$ cat config.mk
export PLATFORM = sky130hd
export DESIGN_NAME = sdram_port_arbiter
export DESIGN_NICKNAME = d
export VERILOG_FILES = /design/src/rtl/sdram_port_arbiter.sv
export SDC_FILE = /design/constraint.sdc
export NUM_CORES = 1
export LEC_CHECK = 0
export ABC_AREA = 1
export CAP_MARGIN = 10
export CORE_AREA = 2 2 108 110
export DETAILED_ROUTE_END_ITERATION = 8
export DIE_AREA = 0 0 110 112
export PLACE_DENSITY = 0.62
export SLEW_MARGIN = 30
export SYNTH_ARGS = -nofsm -noshare
export SYNTH_HDL_FRONTEND = slang
export SYNTH_SLANG_ARGS = --single-unit
$ cat constraint.sdc
create_clock -name clk -period 1.2 [get_ports clk]
set_input_delay 0.12 -clock clk [delete_from_list [all_inputs] [get_ports clk]]
set_output_delay 0.12 -clock clk [all_outputs]
set_load 0.02 [all_outputs]
$ cat src/rtl/sdram_port_arbiter.sv
// Two-port round-robin arbiter sharing one SDRAM controller word interface.
// Optional watchdog on outstanding transactions: define SDRAM_ARB_WATCHDOG_EN.
module sdram_port_arbiter #(
  parameter int ADDR_WIDTH     = 21,
  parameter int DATA_WIDTH     = 32,
  parameter int TIMEOUT_CYCLES = 1024
) (
  input  logic                    clk,
  input  logic                    reset,
  input  logic                    s0_valid,
  output logic                    s0_ready,
  input  logic [ADDR_WIDTH-1:0]   s0_addr,
  input  logic [DATA_WIDTH-1:0]   s0_wdata,
  input  logic [DATA_WIDTH/8-1:0] s0_wstrb,
  output logic [DATA_WIDTH-1:0]   s0_rdata,
  input  logic                    s1_valid,
  output logic                    s1_ready,
  input  logic [ADDR_WIDTH-1:0]   s1_addr,
  input  logic [DATA_WIDTH-1:0]   s1_wdata,
  input  logic [DATA_WIDTH/8-1:0] s1_wstrb,
  output logic [DATA_WIDTH-1:0]   s1_rdata,
  output logic                    m_valid,
  input  logic                    m_ready,
  output logic [ADDR_WIDTH-1:0]   m_addr,
  output logic [DATA_WIDTH-1:0]   m_wdata,
  output logic [DATA_WIDTH/8-1:0] m_wstrb,
  input  logic [DATA_WIDTH-1:0]   m_rdata,
  output logic                    grant_id,
  output logic                    busy,
  output logic                    timeout_err
);

  typedef enum logic {IDLE, BUSY} state_e;

  state_e state_q, state_d;
  logic   grant_q, grant_d;
  logic   last_q, last_d;
  logic   winner;
  logic   expire;
  logic   done;

`ifdef SDRAM_ARB_WATCHDOG_EN
  localparam int CW = $clog2(TIMEOUT_CYCLES + 1);
  logic [CW-1:0] cnt_q, cnt_d;

  // Counter holds 0 while IDLE, so it is already clear on entry to BUSY.
  assign cnt_d  = (state_q == BUSY) ? cnt_q + CW'(1) : '0;
  assign expire = (state_q == BUSY) && (cnt_q == CW'(TIMEOUT_CYCLES - 1));

  always_ff @(posedge clk) begin
    if (reset) cnt_q <= '0;
    else       cnt_q <= cnt_d;
  end
`else
  logic unused_timeout;
  assign unused_timeout = ^TIMEOUT_CYCLES;
  assign expire         = 1'b0;
`endif

  // Contention goes to the port that did not win last time.
  assign winner = (s0_valid && s1_valid) ? ~last_q : s1_valid;

  always_ff @(posedge clk) begin
    if (reset) begin
      state_q <= IDLE;
      grant_q <= 1'b0;
      last_q  <= 1'b1;
    end else begin
      state_q <= state_d;
      grant_q <= grant_d;
      last_q  <= last_d;
    end
  end

  always_comb begin
    state_d     = state_q;
    grant_d     = grant_q;
    last_d      = last_q;
    m_valid     = 1'b0;
    busy        = 1'b0;
    done        = 1'b0;
    timeout_err = 1'b0;
    case (state_q)
      IDLE: begin
        if (s0_valid || s1_valid) begin
          grant_d = winner;
          last_d  = winner;
          state_d = BUSY;
        end
      end
      BUSY: begin
        m_valid = 1'b1;
        busy    = 1'b1;
        if (m_ready) begin
          done    = 1'b1;
          state_d = IDLE;
        end else if (expire) begin
          done        = 1'b1;
          timeout_err = ~reset;
          state_d     = IDLE;
        end
      end
      default: state_d = IDLE;
    endcase
  end

  // A completion coinciding with reset is dropped along with the transaction.
  assign s0_ready = done && !reset && !grant_q;
  assign s1_ready = done && !reset &&  grant_q;
  assign s0_rdata = timeout_err ? '0 : m_rdata;
  assign s1_rdata = timeout_err ? '0 : m_rdata;

  assign m_addr   = grant_q ? s1_addr  : s0_addr;
  assign m_wdata  = grant_q ? s1_wdata : s0_wdata;
  assign m_wstrb  = grant_q ? s1_wstrb : s0_wstrb;
  assign grant_id = grant_q;

endmodule

After elaboration in Yosys (flattened, before gate mapping)
Cells that the tools add are included.
{"block": "totals", "word_cells": 23, "register_bits": 3, "memories": 0, "latchBits": 0, "mem_bits_rw": 0, "rom_bits": 0, "inputBits": 151, "out_inout_bits": 127}
{"block": "op_classes", "n_shift": 0, "addsub": 0, "n_eq_ne": 0, "magnitude_cmp": 0, "n_bitwise": 2, "multipliers": 0, "n_reduce_logical": 8, "muxes": 10, "n_div": 0}
{"operator": "32-bit 2-to-1 mux", "count": 1}
{"operator": "21-bit 2-to-1 mux", "count": 1}
{"operator": "1-bit 2-to-1 mux", "count": 6}
{"operator": "1-bit logical AND", "count": 4}
{"operator": "4-bit 2-to-1 mux", "count": 1}
{"operator": "1-bit zero test", "count": 2}
{"operator": "1-bit NOT", "count": 2}
{"operator": "1-bit one-hot mux with 2 select lines", "count": 1}
{"operator": "2-bit AND reduction", "count": 1}
{"operator": "1-bit logical OR", "count": 1}

Logic depth before layout (Yosys ltp)
Gate-level depths: netlist of the first run.
{"block": "depth", "depth_word": 4, "ltp_mapped": 6, "depth_no_buf": 4}

Worst setup path before layout of the first run
Ideal clock, no wire load.
{"block": "synth_timing", "path_kind": "reg-to-output", "start": "register grant_q (netlist: grant_id)", "end": "output s1_ready", "path_buffers": 2, "t_arrival_ns": 1.101, "path_stages_with_launch": 5, "slack_ns": -0.021, "required_ns": 1.080, "cell_sequence": "dfxtp_1 buf_4 inv_2 buf_2 nor2_1"}
{"block": "synth_via", "elab_chain_cells": 1}
{"element": "start: declaration", "line_no": "36", "text": "logic grant_q, grant_d;"}
{"element": "start signal: assignment", "line_no": "70", "text": "grant_q <= grant_d;"}
{"element": "1-bit logical AND", "line_no": "109", "text": "assign s1_ready = done && !reset && grant_q;"}
{"element": "end: declaration", "line_no": "17", "text": "output logic s1_ready,"}
Every way passes these cells.

Worst setup path after layout of the first run
{"block": "layout_timing", "start": "register grant_q (netlist: grant_id)", "end": "output m_addr[0]"}
{"block": "layout_via", "elab_chain_cells": 1}
{"element": "21-bit 2-to-1 mux", "line_no": "113", "text": "assign m_addr = grant_q ? s1_addr : s0_addr;"}
{"element": "end: declaration", "line_no": "24", "text": "output logic [ADDR_WIDTH-1:0] m_addr,"}
Every way passes these cells.

==> results of run 1 <==
worst max-delay path: cells and delay by family (launching register included):
kind                   cells  cell delay, ns
AND/OR/NAND/NOR            2            0.16
flip-flops                 1            0.37
buffers and inverters      3            0.41
cell type report:
class / count / area (µm²)
multi-input combinational: 184 / 723
fill: 1251 / 8240
tap: 143 / 179
timing repair buffer: 188 / 1870
inverter: 3 / 16.3
sequential: 3 / 63.8
clock buffer: 4 / 78.8
cell usage after synthesis (all sizes together):
cell | number | area (µm²)
nand2 | 174 | 653
buf | 78 | 583
dfxtp | 3 | 60.1
inv | 3 | 11.3
nand3 | 3 | 15.0
a21oi | 2 | 10.0
nor2 | 2 | 7.51
clkbuf | 1 | 3.75
conb | 1 | 3.75
o21ai | 1 | 5.00
or2 | 1 | 6.26
path summary, 6_finish.rpt:
path / start / end / cells after the start
max reg2reg: state_q / state_q / 4
min reg2reg: last_q / last_q / 2
min: m_rdata[14] / s0_rdata[14] / 0
max: grant_id / m_addr[0] / 5
repair_timing:
action / 4_1_cts / 5_1_grt
gates resized for setup: 313 / 23
gates cloned: 2 / 0
pin swaps: 1 / 0
setup endpoints to repair: 62 / 60
power groups by stage:
| stage | Combinational [µW] | Sequential (µW) | Clock (µW) |
|---|---|---|---|
| after detailed placement | 1380 | 117 | 0 |
| after floorplan | 851 | 123 | 0 |
| after global routing | 1500 | 122 | 547 |
| final | 1390 | 120 | 526 |
| after global placement | 1370 | 117 | 0 |
| after CTS | 1370 | 120 | 535 |
metrics by stage:
stage               util (%)  hold WS, ns  TNS [ns]  instance area, µm²
detailed placement      25.4        0.240    -18.85                2840
global placement        25.4        0.240    -17.08                2840
CTS                     25.8        0.240     -3.45                2880
floorplan                  -        0.182         0                1360
finish                  26.3        0.240     -1.83                2940
global route            26.3        0.240     -5.06                2940
sequential cells by signal (all words and copies together) (netlist names):
name      flops
grant_id      1
last_q        1
state_q       1
metal layers:
layer / wire length, µm / share of wire [%] / global-route usage [%]
met1: 2010 / 33 / 8.67
met2: 3050 / 50 / 17.9
met3: 785 / 13 / 2.75
met4: 240 / 3.9 / 3.54
met5: 0 / 0 / 0
kinds of logic after synthesis:
logic type      count (synthesis)  share of synthesized area, %
buf+inv                        82                          44.0
flops                           3                          4.42
compound gates                  3                          1.10
other cells                     1                         0.276
simple gates                  180                          50.2
==> results_dict.tcl, run 1 <==
set metrics [dict create \
    status "finished, violations left" \
    violations "negative setup slack" \
    drtIter0Drc 43 \
    dp.cells 519 \
    cp_slowest_stage_delay_ns 0.37 \
    routedWlPerCell_um 11.6 \
    cts_tree "built" \
    route.detailed.drc 0 \
    grt_max_degree 31 \
    finalPower_uw 2040 \
    start_kind "flip-flop" \
    p_per_area_mw_per_mm2 695 \
    min_period_ns 1.28 \
    worst_path_most_repeated_cell "nand2_1" \
    final_cells 525 \
    final.setup_skew_ns 0.000375 \
    antenna_found_initial 0 \
    hold_path_class "in -> out" \
    grt_pass1_wl_mm 8.89 \
    finalNetCount 534 \
    finalHoldViolations 0 \
    clkLatencyLatePin_ns 0.22 \
    die_h_um 112 \
    place_congestion 0.666 \
    pwr-share-seq_pct 5.9 \
    syn-cell-area_mm2 0.00136 \
    synth_cell_types 14 \
    worstPathArrival_ns 1.16 \
    pin_count 278 \
    setup_viol 57 \
    vdd_drop_max_v 0.000319 \
    cp_slowest_cell "dfxtp_4" \
    p_int_uw 1310 \
    net-switching-power_uw 728 \
    portBuffers 180 \
    drt_pass1_iterations 4 \
    slew_viol_final 0 \
    finalCritPeriodShare_pct 107 \
    start_util_pct 12.2 \
    worstPathRequired_ns 1.08 \
    final_cell_mix "171 x nand2_1, 118 x clkdlybuf4s50_1, 38 x buf_4, 24 x buf_6" \
    rsz0062_at_grt "yes" \
    overflow 0 \
    ant_nets 0 \
    cts_sinks 3 \
    cp_max_fo 23 \
    ys_ff_latch 3 \
    path_cells "inv_6, buf_12, nand2_1, nand2_1, buf_4" \
    syn_inst 269 \
    maxCapViolations 0 \
    grtUsageTotal_pct 9.19 \
    die_w_um 110 \
    synth_nets 420 \
    final_common_cell "nand2_1" \
    cts_hold_buf 0 \
    syn_to_final_growth_pct 116 \
    fin_ws_ns -0.0812 \
    combPwrFrac_pct 68.3 \
    clk_pin_slew_ns 0.03 \
    antenna_cells 0 \
    ys_warn_count 0 \
    cts_buffers 3 \
    reg2reg_slack_ns 0.25 \
    num_vias 1904 \
    sw_frac_of_total_pct 35.7 \
    dp_hpwl_mm 4.65 \
    p_leak_uw 0.00145 \
    design.core.area_mm2 0.0112 \
    dieArea_mm2 0.0123 \
    crit_path_end_kind "output port" \
    clock-root-buffer "clkbuf_16" \
    cts.path.max_buffers 2 \
    clkPwrFrac_pct 25.8 \
    htreeDepth 1 \
    rows 39 \
    place_ws_ns -0.392 \
    routed_wl_mm 6.09 \
    criticalPathCategory "reg -> out" \
    synth.avg_cell_area_um2 5.05 \
    grt_pass1_vias 1945 \
    fmax_mhz 781 \
    synth_seq_area_share_pct 4.42 \
    drive_gt1_share_pct 20.9 \
    viasPerCell 3.63 \
    post_cts_buffers 0 \
]
Note: power is estimated with default switching activity, not from simulation.
==> run 2, diff against run 1 <==
GPL_TIMING_DRIVEN = 0   (was default)
==> results_dict.tcl, run 2 (synthesis results as in run 1) <==
set metrics [dict create \
    viasPerCell 3.68 \
    final_cell_mix "182 x clkdlybuf4s50_1, 150 x nand2_1, 84 x buf_4, 51 x buf_6, 21 x nand2_2" \
    place_congestion 0.734 \
    routedWlPerCell_um 11.8 \
    finalNetCount 675 \
    rsz0062_at_grt "yes" \
    endpoint "m_wdata[9]" \
    overflow 0 \
    grtUsageTotal_pct 11.4 \
    syn_to_final_growth_pct 219 \
    maxCapViolations 0 \
    slew_viol_final 0 \
    place_area_mm2 0.00398 \
    htreeDepth 1 \
    route.detailed.drc 0 \
    finalHoldViolations 0 \
    cts_sinks 3 \
    worstPathArrival_ns 1.27 \
    grt_max_degree 11 \
    start_util_pct 12.2 \
    place_ws_ns -0.596 \
    wl_met3_mm 1.03 \
    routed_wl_mm 7.88 \
    met1Wirelength_mm 2.60 \
    fin_ws_ns -0.186 \
    min_period_ns 1.39 \
    crit_path_end_kind "output port" \
    ant_nets 0 \
    top_layer_used "met3" \
    combPwrFrac_pct 76.3 \
    dp_hpwl_mm 6.80 \
    wl_met2_mm 4.25 \
    cp_max_fo 7 \
    p_int_uw 1730 \
    drive_gt1_share_pct 33.8 \
    dieArea_mm2 0.0123 \
    setup_viol 59 \
    design.core.area_mm2 0.0112 \
    cts_buffers 3 \
    startpoint "grant_id" \
    path_cells "buf_8, inv_8, buf_12, clkbuf_16, nand2_1, nand2_1, buf_6" \
    status "finished, violations left" \
    criticalPathCategory "reg -> out" \
    clkPwrFrac_pct 19.3 \
    worst_path_most_repeated_cell "nand2_1" \
    final.setup_skew_ns 0.00136 \
    grt_pass1_wl_mm 11.3 \
    sw_frac_of_total_pct 36.5 \
    grt_pass1_vias 2397 \
    p_per_area_mw_per_mm2 628 \
    final_area_mm2 0.00433 \
    fmax_mhz 721 \
    reg2reg_slack_ns 0.28 \
    cts_hold_buf 0 \
    net-switching-power_uw 992 \
    cts.path.max_buffers 2 \
    drtIter0Drc 29 \
    antenna_found_initial 0 \
    die_h_um 112 \
    hold_path_class "reg -> reg" \
    cp_slowest_cell "dfxtp_2" \
    pwr-share-seq_pct 4.3 \
    start_kind "flip-flop" \
    die_w_um 110 \
    clkLatencyLatePin_ns 0.22 \
    vdd_drop_max_v 0.000582 \
    clock-root-buffer "clkbuf_16" \
    rr_endpoint "state_q" \
    r2r_cells 3 \
    p_leak_uw 0.00212 \
    rows 39 \
    num_vias 2449 \
    timing.rr.start "state_q" \
    antenna_cells 0 \
    worstPathRequired_ns 1.08 \
    drt_pass1_iterations 3 \
    cts_tree "built" \
    hold_ws_ns 0.455 \
    portBuffers 244 \
    clk_pin_slew_ns 0.03 \
    pin_count 278 \
    violations "negative setup slack" \
    finalCritPeriodShare_pct 116 \
    cp_slowest_stage_delay_ns 0.33 \
    final_common_cell "clkdlybuf4s50_1" \
]
-- run 2: cell types whose count changed in the layout (fill, tap and decap cells not counted), sizes merged --
cell           delta
buf              +74
clkbuf            +2
clkdlybuf4s50    +64
dlygate4sd2       +1
-- run 2: stage by stage --
stage | TNS (ns) | util, % | std cells | total power (µW)
3_3_place_gp | -26.70 | 35.7 | 656 | 2040
2_1_floorplan | 0 | - | 269 | 975
4_1_cts | -7.87 | 38.6 | 667 | 2750
6_report | -5.85 | 38.8 | 666 | 2720
5_1_grt | -9.36 | 38.8 | 666 | 2880
3_5_place_dp | -27.36 | 35.7 | 656 | 2050
-- run 2: power by group through the flow --
stage,combinational [µW],sequential (µW),clock (µW)
detailed placement,1930,117,0
floorplan,851,123,0
global placement,1920,117,0
global route,2210,118,550
finish,2080,117,526
CTS,2090,117,537
-- run 2: per-layer routing --
layer,global-route usage [%],vias up
li1,-,1238
met3,4.16,0
met2,23.6,154
met1,11.1,1057
met5,0,-
met4,0.0844,0
-- run 2: how the worst min path moves through the flow --
stage,from,end,slack (ns),cells past startpoint
after floorplan,reset,grant_id,0.18,1
after global placement,last_q,last_q,0.44,2
after detailed placement,last_q,last_q,0.46,2
after CTS,last_q,last_q,0.46,2
after global routing,last_q,last_q,0.48,2
final,last_q,last_q,0.45,2
-- run 2: cell type report --
class                      count  area [µm²]
multi-input combinational    184         796
fill                        1193        6840
clock buffer                   4        78.8
timing repair buffer         251        2560
sequential                     3        61.3
buffer                        78         641
inverter                       3        18.8
tap                          143         179
-- run 2: critical path, delay by kind of cell, from the launching register on --
family / cells / cell delay [ns]
AND/OR/NAND/NOR: 2 / 0.11
flip-flops: 1 / 0.33
buffers and inverters: 5 / 0.61
-- run 2: what timing repair did --
action	CTS	global route
pin swaps	11	0
cloned	2	1
setup buffers	5	0
setup endpoints to repair	62	59
resized for setup	393	12
==> run 3, diff against run 2 <==
SETUP_SLACK_MARGIN = 0.3   (was default)
==> results_dict.tcl, run 3 (synthesis results as in run 1) <==
set metrics [dict create \
    status "finished, violations left" \
    violations "negative setup slack" \
    register_area_um2 67.6 \
    final_common_cell "clkdlybuf4s50_1" \
    grtUsageTotal_pct 11.7 \
    r2r_cells 4 \
    setup_viol 58 \
    design.core.area_mm2 0.0112 \
    maxCapViolations 0 \
    cp.depth 7 \
    fin_ws_ns -0.208 \
    die_w_um 110 \
    place_congestion 0.764 \
    vdd_drop_max_v 0.000545 \
    p_leak_uw 0.00240 \
    viasPerCell 3.73 \
    fmax_mhz 710 \
    pin_count 278 \
    cp_slowest_cell "dfxtp_4" \
    path_cells "buf_12, inv_12, buf_12, clkbuf_16, nand2_1, nand2_2, buf_6" \
    clock-root-buffer "clkbuf_16" \
    start_util_pct 12.2 \
    worst_path_most_repeated_cell "buf_12" \
    cts_tree "built" \
    drtIter0Drc 26 \
    net-switching-power_uw 1120 \
    cts_buffers 3 \
    finalCritPeriodShare_pct 117 \
    htreeDepth 1 \
    cpLargestDelayFamily "buffers and inverters" \
    rsz0062_at_grt "yes" \
    die_h_um 112 \
    antenna_cells 0 \
    final_area_mm2 0.00485 \
    routed_wl_mm 8.37 \
    dp_hpwl_mm 7.03 \
    ant_nets 0 \
    clkPwrFrac_pct 17.8 \
    drt_pass1_iterations 3 \
    nFillCells 1115 \
    clk_pin_slew_ns 0.03 \
    dieArea_mm2 0.0123 \
    reg2reg_slack_ns 0.27 \
    finalPower_uw 2940 \
    route.detailed.drc 0 \
    place_area_mm2 0.00417 \
    pwr-share-seq_pct 4.1 \
    overflow 0 \
    worstPathRequired_ns 1.08 \
    finalNetCount 684 \
    grt_pass1_wl_mm 11.4 \
    rows 39 \
    antenna_found_initial 0 \
    grt_pass1_vias 2471 \
    rr_endpoint "state_q" \
    combPwrFrac_pct 78.1 \
    drive_gt1_share_pct 52.1 \
    multiInputGateArea_mm2 0.00115 \
    final_cell_mix "118 x clkdlybuf4s50_1, 80 x buf_4, 79 x nand2_2, 66 x nand2_1, 61 x dlygate4sd2_1" \
    cts.path.max_buffers 2 \
    crit_buf_inv 5 \
    hold_path_class "reg -> reg" \
    portBuffers 244 \
    min_period_ns 1.41 \
    worstPathArrival_ns 1.29 \
    slew_viol_final 0 \
    endpoint "m_wdata[5]" \
    p_int_uw 1820 \
    num_vias 2517 \
    finalHoldViolations 0 \
    start_kind "flip-flop" \
    cp_max_fo 7 \
    timing.rr.start "state_q" \
    sw_frac_of_total_pct 38.1 \
    criticalPathCategory "reg -> out" \
    grt_max_degree 11 \
    cp_slowest_stage_delay_ns 0.35 \
    routedWlPerCell_um 12.4 \
    syn_to_final_growth_pct 257 \
    final.setup_skew_ns 0.000964 \
    p_per_area_mw_per_mm2 606 \
    startpoint "grant_id" \
    crit_path_end_kind "output port" \
    clkLatencyLatePin_ns 0.22 \
    cts_sinks 3 \
]
run 3: cell count changes in the layout (fill, tap and decap cells not counted), sizes merged:
cell / before / now
buf: 142 / 151
clkbuf: 6 / 8
clkdlybuf4s50: 182 / 118
dlygate4sd2: 3 / 61
dlymetal6s2s: 0 / 4
run 3: power groups by stage:
stage / clock network, µW / logic (µW) / registers, µW
floorplan: 0 / 938 / 123
global placement: 0 / 2000 / 118
detailed placement: 0 / 2020 / 119
CTS: 532 / 2110 / 119
global route: 537 / 2430 / 121
finish: 525 / 2300 / 119
run 3: what timing repair did:
action	4_1_cts	5_1_grt
pin swaps	1	4
endpoints found under the setup margin	123	67
gates resized for setup	447	94
gates cloned	2	3
hold buffers	0	0
buffers inserted	2	8
run 3: tightest hold or removal path: cells and delay by family, from the launching register on:
kind             cells  cell delay (ns)
DFF                  1             0.31
and+or+nand+nor      2             0.12
run 3: final cells by class:
cell class,instances,share of cell area [%]
Timing Repair Buffer,259,54.8
Inverter,3,0.542
Sequential cell,3,1.39
Tap cell,143,3.69
Buffer,79,14.2
Clock buffer,4,1.63
Multi-Input combinational cell,184,23.8
run 3: how the worst min path moves through the flow:
stage	startpoint	end	depth (start not counted)
after floorplan	reset	grant_id	1
after global placement	last_q	last_q	2
after detailed placement	last_q	last_q	2
after CTS	last_q	last_q	2
after global routing	reset	state_q	2
final	last_q	last_q	2
run 3: per-stage QoR:
stage | setup TNS, ns | setup WS (ns) | std cells | hold WS [ns] | util [%]
after CTS | -8.91 | -0.232 | 664 | 0.461 | 39.6
after floorplan | 0 | 0.153 | 269 | 0.179 | -
final | -8.99 | -0.208 | 675 | 0.468 | 43.4
after global placement | -25.64 | -0.522 | 656 | 0.441 | 37.3
after global routing | -11.40 | -0.253 | 675 | 0.529 | 43.4
after detailed placement | -25.94 | -0.509 | 656 | 0.454 | 37.3
run 3: per-layer routing:
metal  global-route usage, %  part of all wire, %  vias to the layer above
met2                    24.5                   58                      131
met4                    1.43                 0.35                        0
met3                    2.63                  9.5                        4
met1                    11.3                   32                     1118
met5                       0                    0                        -
li1                        -                    -                     1264
